### config.mk
export PLATFORM = sky130hd
export DESIGN_NAME = adf4351_spi_rx
export DESIGN_NICKNAME = d
export VERILOG_FILES = /design/src/rtl/adf4351_spi_rx.sv
export SDC_FILE = /design/constraint.sdc
export NUM_CORES = 1
export LEC_CHECK = 0
export ABC_AREA = 1
export CORE_AREA = 2 2 155 157
export DETAILED_ROUTE_END_ITERATION = 10
export DIE_AREA = 0 0 157 159
export GPL_ROUTABILITY_DRIVEN = 0
export PLACE_DENSITY = 0.89
export SETUP_SLACK_MARGIN = 0.1
export SYNTH_ARGS = -nofsm -noshare
export SYNTH_HDL_FRONTEND = slang
export SYNTH_SLANG_ARGS = --single-unit
### constraint.sdc
create_clock -name CLK -period 3.1 [get_ports CLK]
set_input_delay 0.62 -clock CLK [delete_from_list [all_inputs] [get_ports CLK]]
set_output_delay 0.62 -clock CLK [all_outputs]
set_load 0.01 [all_outputs]
### src/rtl/adf4351_spi_rx.sv
// ADF4351 3-wire load port receiver: oversampled deserializer,
// R0..R5 shadow file, frame checking and R5->R0 sequence detection.
module adf4351_spi_rx #(
  parameter int SYNC_STAGES = 2,
  parameter int CNT_W       = 16
) (
  input  logic             CLK,
  input  logic             RST,
  input  logic             SCLK,
  input  logic             SDATA,
  input  logic             SLE,
  output logic             WORD_VALID,
  output logic [2:0]       WORD_ADDR,
  output logic [31:0]      WORD_DATA,
  output logic             FRAME_ERR,
  output logic             SEQ_DONE,
  output logic [CNT_W-1:0] WR_CNT,
  input  logic [2:0]       RD_ADDR,
  output logic [31:0]      RD_DATA
);

  typedef enum logic [2:0] {
    EXP0 = 3'd0,
    EXP1 = 3'd1,
    EXP2 = 3'd2,
    EXP3 = 3'd3,
    EXP4 = 3'd4,
    EXP5 = 3'd5
  } seq_t;

  logic [SYNC_STAGES-1:0] r_sclk_s;
  logic [SYNC_STAGES-1:0] r_sdata_s;
  logic [SYNC_STAGES-1:0] r_sle_s;
  logic                   r_sclk_q;
  logic                   r_sle_q;

  logic [31:0] r_shift;
  logic [5:0]  r_cnt;
  logic        r_acc_p;
  logic        r_rej_p;
  logic [31:0] r_word_p;

  logic [31:0] r_shadow [0:5];
  seq_t        r_state;
  seq_t        w_next;

  logic        w_sclk;
  logic        w_sdata;
  logic        w_sle;
  logic        w_sclk_rise;
  logic        w_sle_rise;
  logic        w_shift_en;
  logic [31:0] w_shift_nx;
  logic [5:0]  w_cnt_nx;
  logic        w_ok;
  logic [2:0]  w_addr_p;

  assign w_sclk  = r_sclk_s[SYNC_STAGES-1];
  assign w_sdata = r_sdata_s[SYNC_STAGES-1];
  assign w_sle   = r_sle_s[SYNC_STAGES-1];

  assign w_sclk_rise = w_sclk & ~r_sclk_q;
  assign w_sle_rise  = w_sle & ~r_sle_q;
  // Gate on the previous SLE level so a coincident SCLK rise still shifts
  assign w_shift_en  = w_sclk_rise & ~r_sle_q;

  assign w_shift_nx = w_shift_en ? {r_shift[30:0], w_sdata} : r_shift;
  assign w_cnt_nx   = (w_shift_en && r_cnt != 6'd63) ? r_cnt + 6'd1 : r_cnt;
  assign w_ok       = (w_cnt_nx == 6'd32) && (w_shift_nx[2:0] <= 3'd5);
  assign w_addr_p   = r_word_p[2:0];

  always_ff @(posedge CLK or negedge RST) begin
    if (!RST) begin
      r_sclk_s  <= '0;
      r_sdata_s <= '0;
      r_sle_s   <= '0;
      r_sclk_q  <= 1'b0;
      r_sle_q   <= 1'b0;
    end else begin
      r_sclk_s  <= {r_sclk_s[SYNC_STAGES-2:0], SCLK};
      r_sdata_s <= {r_sdata_s[SYNC_STAGES-2:0], SDATA};
      r_sle_s   <= {r_sle_s[SYNC_STAGES-2:0], SLE};
      r_sclk_q  <= w_sclk;
      r_sle_q   <= w_sle;
    end
  end

  always_ff @(posedge CLK or negedge RST) begin
    if (!RST) begin
      r_shift  <= '0;
      r_cnt    <= '0;
      r_acc_p  <= 1'b0;
      r_rej_p  <= 1'b0;
      r_word_p <= '0;
    end else begin
      r_shift <= w_shift_nx;
      r_cnt   <= w_sle_rise ? 6'd0 : w_cnt_nx;
      r_acc_p <= w_sle_rise & w_ok;
      r_rej_p <= w_sle_rise & ~w_ok;
      if (w_sle_rise && w_ok)
        r_word_p <= w_shift_nx;
    end
  end

  always_ff @(posedge CLK or negedge RST) begin
    if (!RST) begin
      WORD_VALID <= 1'b0;
      FRAME_ERR  <= 1'b0;
      WORD_ADDR  <= '0;
      WORD_DATA  <= '0;
      WR_CNT     <= '0;
      for (int i = 0; i < 6; i++)
        r_shadow[i] <= '0;
    end else begin
      WORD_VALID <= r_acc_p;
      FRAME_ERR  <= r_rej_p;
      if (r_acc_p) begin
        r_shadow[w_addr_p] <= r_word_p;
        WORD_ADDR          <= w_addr_p;
        WORD_DATA          <= r_word_p;
        WR_CNT             <= WR_CNT + CNT_W'(1);
      end
    end
  end

  always_comb begin
    w_next = EXP5;
    unique case (r_state)
      EXP5:    w_next = EXP4;
      EXP4:    w_next = EXP3;
      EXP3:    w_next = EXP2;
      EXP2:    w_next = EXP1;
      EXP1:    w_next = EXP0;
      default: w_next = EXP5;
    endcase
  end

  // Enum encoding equals the address each state waits for
  always_ff @(posedge CLK or negedge RST) begin
    if (!RST) begin
      r_state  <= EXP5;
      SEQ_DONE <= 1'b0;
    end else begin
      SEQ_DONE <= 1'b0;
      if (r_acc_p) begin
        if (w_addr_p == r_state) begin
          r_state  <= w_next;
          SEQ_DONE <= (r_state == EXP0);
        end else if (w_addr_p == 3'd5) begin
          r_state <= EXP4;
        end else begin
          r_state <= EXP5;
        end
      end else if (r_rej_p) begin
        r_state <= EXP5;
      end
    end
  end

  always_ff @(posedge CLK or negedge RST) begin
    if (!RST)
      RD_DATA <= '0;
    else if (RD_ADDR <= 3'd5)
      RD_DATA <= r_shadow[RD_ADDR];
    else
      RD_DATA <= '0;
  end

endmodule

==> results.py <==
metrics = {
    "setup_path": {
        "cp.arrival_ps": 2820,
        "reg2regPathDepth": 10,
        "cp.required_ps": 3500,
        "crit_family": "simple AND/OR/NAND/NOR gates",
        "cpMostUsedCell": "nand2_1",
        "critPathCaptureType": "flip-flop",
        "cp-start-kind": "flip-flop",
        "slowest_delay_ps": 410,
        "crit_chain": "inv_2 -> nand3_2 -> nand2_1 -> nand2_1 -> nand2_1 -> nand3_1 -> nor2_4 -> nand3_4 -> nand2_1 -> nand2_1",
        "worstSetupPathDepth": 10,
        "path_buf_inv": 1,
        "critPathMaxFanout": 33,
        "worst-setup-path-type": "reg -> reg",
        "slowest_stage": "dfrtp_1",
    },
    "timing": {
        "fin_crit_ps": 2420,
        "hold_viol": 0,
        "fin_tns_setup_ps": 0,
        "fmax_mhz": 413,
        "finClkSkew_ps": 17.1,
        "slew_headroom_pct": 53.0,
        "finalSetupViolations": 0,
        "tightest_slew_ps": 705,
        "fin_crit_sh_pct": 78.1,
        "rsz0062_at_grt": "false",
        "drv_slew": 0,
    },
    "cells_and_area": {
        "diodes": 0,
        "fin_nets": 1629,
        "final_cell_mix": "446 x nand2_1, 356 x dfrtp_1, 300 x o21ai_0",
        "drive_above_1_share_pct": 6.34,
        "layout_commonest_cell": "nand2_1",
        "syn2layout_area_growth_pct": 16.3,
        "fin_cells": 1960,
    },
    "logic_synthesis": {
        "postSynthCellCount": 1559,
        "synthesis.area_um2": 14400,
        "synth_top_area_cell": "dfrtp_1",
        "synth.net_count": 1569,
        "synth-xor-area-share_pct": 1.16,
        "synth_compound_area_share_pct": 13.6,
        "synth_cell_type_count": 34,
        "avgSynthCellArea_um2": 9.22,
        "yosys_warnings": 0,
        "ys_seq_area_share_pct": 62.3,
        "synth_top_family_by_area": "simple AND/OR/NAND/NOR gates",
        "synthMuxAreaShare_pct": 0,
        "synth-simple-area-share_pct": 17.7,
        "netlist.area_leader.share_pct": 62.0,
        "ys_seq_elements": 358,
        "synth_fa_ha_area_share_pct": 0.174,
        "synth.area.top_cells": "dfrtp_1 62%, nand2_1 12%, o21ai_0 10%",
    },
    "floorplanning": {
        "fp-row-count": 56,
        "dieArea_um2": 25000,
        "core_area_um2": 23200,
        "fp.dieH_um": 159,
        "die_x_um": 157,
        "top_level_ports": 94,
        "initial_core_util_pct": 62.0,
    },
    "clocking": {
        "clk_latency_ps": 520,
        "clk_pin_slew_worst_paths_ps": 60,
        "htree_levels": 2,
        "ctsResizeCount": 0,
        "cts_sinks": 358,
        "tritoncts": "built",
        "clockBufferDepth": 3,
        "cts_hold_repair.buffers": 0,
        "postCtsSetupBuffers": 0,
        "cts-root-buf": "clkbuf_16",
        "numCtsBuffers": 37,
    },
    "pwr": {
        "irDropWorstVdd_mv": 0.474,
        "total_power_w": 0.00964,
        "p_leak_nw": 7.79,
        "p_per_area_nw_per_um2": 577,
    },
    "global_route": {
        "grt_pass1_wl_mm": 59.2,
        "gr-total-overflow": 0,
        "antenna_found_initial": 0,
        "grt_max_degree": 90,
        "grt_pass1_vias": 11800,
        "grt_use_total_pct": 29.6,
    },
    "route": {
        "drt_iter0_drc": 1532,
        "drt-total-wl_mm": 36.0,
        "wl_met3_mm": 3.04,
        "vias": 11700,
        "antenna_left": 0,
        "wl_met1_mm": 14.2,
        "wl_met2_mm": 17.8,
        "routedWlPerCell_um": 18.4,
        "drt_first_pass_iters": 6,
        "remaining_drc_errors": 0,
        "topRoutingLayerUsed": "met4",
        "viasPerCell": 5.99,
    },
    "worst_hold_path": {
        "hold_class": "in -> async",
    },
    "placed_design": {
        "dpl.cell_count": 1899,
        "hpwl_mm": 20.7,
        "port_buffers": 93,
    },
    "flow_run": {
        "drv_cap": 0,
    },
    "run_status": {
        "outcome": "finished clean",
    },
}
==> Yosys cell counts (all sizes together) <==
cell,count
nand2,448
dfrtp,356
o21ai,311
nor2,120
inv,78
clkbuf,67
nand4,38
buf,32
o22ai,28
a21oi,19
nand3,18
xnor2,12
xor2,7
a32o,6
o211ai,3
o31ai,3
or2,3
clkinv,2
dfstp,2
ha,2
nand3b,1
nor3,1
o32ai,1
o41ai,1
==> state kept, by name (all words and copies together) (netlist names), 2 cells and up <==
name and cells:
r_state 3, RD_DATA 32, r_shift 32, r_sdata_s 2, WORD_ADDR 2, r_word_p 32
r_cnt 6, r_sle_s 2, r_sclk_s 2, r_shadow 192, WR_CNT 16, WORD_DATA 30
==> final timing paths <==
kind / start / endpoint / slack (ps)
max: r_sle_q$_DFF_PN0_ / r_word_p[31]$_DFFE_PN0P_ / 680
min: RST / r_shadow[2]$_DFFE_PN0P_ / 30
max reg2reg: r_sle_q$_DFF_PN0_ / r_word_p[31]$_DFFE_PN0P_ / 680
min reg2reg: r_sle_s[0]$_DFF_PN0_ / r_sle_s[1]$_DFF_PN0_ / 330
max in group asynchronous: RST / r_shadow[113]$_DFFE_PN0P_ / 2190
min in group CLK: r_sle_s[0]$_DFF_PN0_ / r_sle_s[1]$_DFF_PN0_ / 330
==> power by group <==
group | total, W | switching [W] | internal (W)
sequential | 0.00477 | 0.0000350 | 0.00474
clock | 0.00441 | 0.00177 | 0.00264
combinational | 0.000459 | 0.000315 | 0.000144
total | 0.00964 | 0.00212 | 0.00752
==> area by class of cell <==
| class | count | area (um2) |
|---|---|---|
| Sequential cell | 358 | 8960 |
| Fill cell | 1556 | 6470 |
| Multi-Input combinational cell | 1022 | 4680 |
| Timing Repair Buffer | 120 | 1180 |
| Clock buffer | 49 | 1020 |
| Tap cell | 319 | 399 |
| Inverter | 80 | 300 |
| Clock inverter | 12 | 168 |
==> stage by stage <==
step | setup WS, ps | util, % | instance area [um2] | hold slack [ps]
floorplan | 1300 | - | 14400 | 324
global placement | 820 | 67.0 | 15500 | 333
detailed placement | 741 | 67.0 | 15500 | 337
CTS | 701 | 72.1 | 16700 | 56.4
global route | 443 | 72.1 | 16700 | 72.8
finish | 679 | 72.1 | 16700 | 33.9
==> routing by layer <==
metal / global-route usage, % / vias to the layer above
met5: 0 / -
met3: 4.95 / 106
met2: 48.1 / 640
li1: - / 5224
met4: 11.0 / 0
met1: 40.5 / 5761
==> cells by family (layout without fill, tap and decap cells) <==
| group | after synthesis | after routing |
|---|---|---|
| compound gates | 372 | 372 |
| xor+xnor | 19 | 19 |
| fa+ha+maj | 2 | 2 |
| buf+inv | 179 | 261 |
| flops | 358 | 358 |
| simple gates | 629 | 629 |
Note: power is estimated with default switching activity, not from simulation.
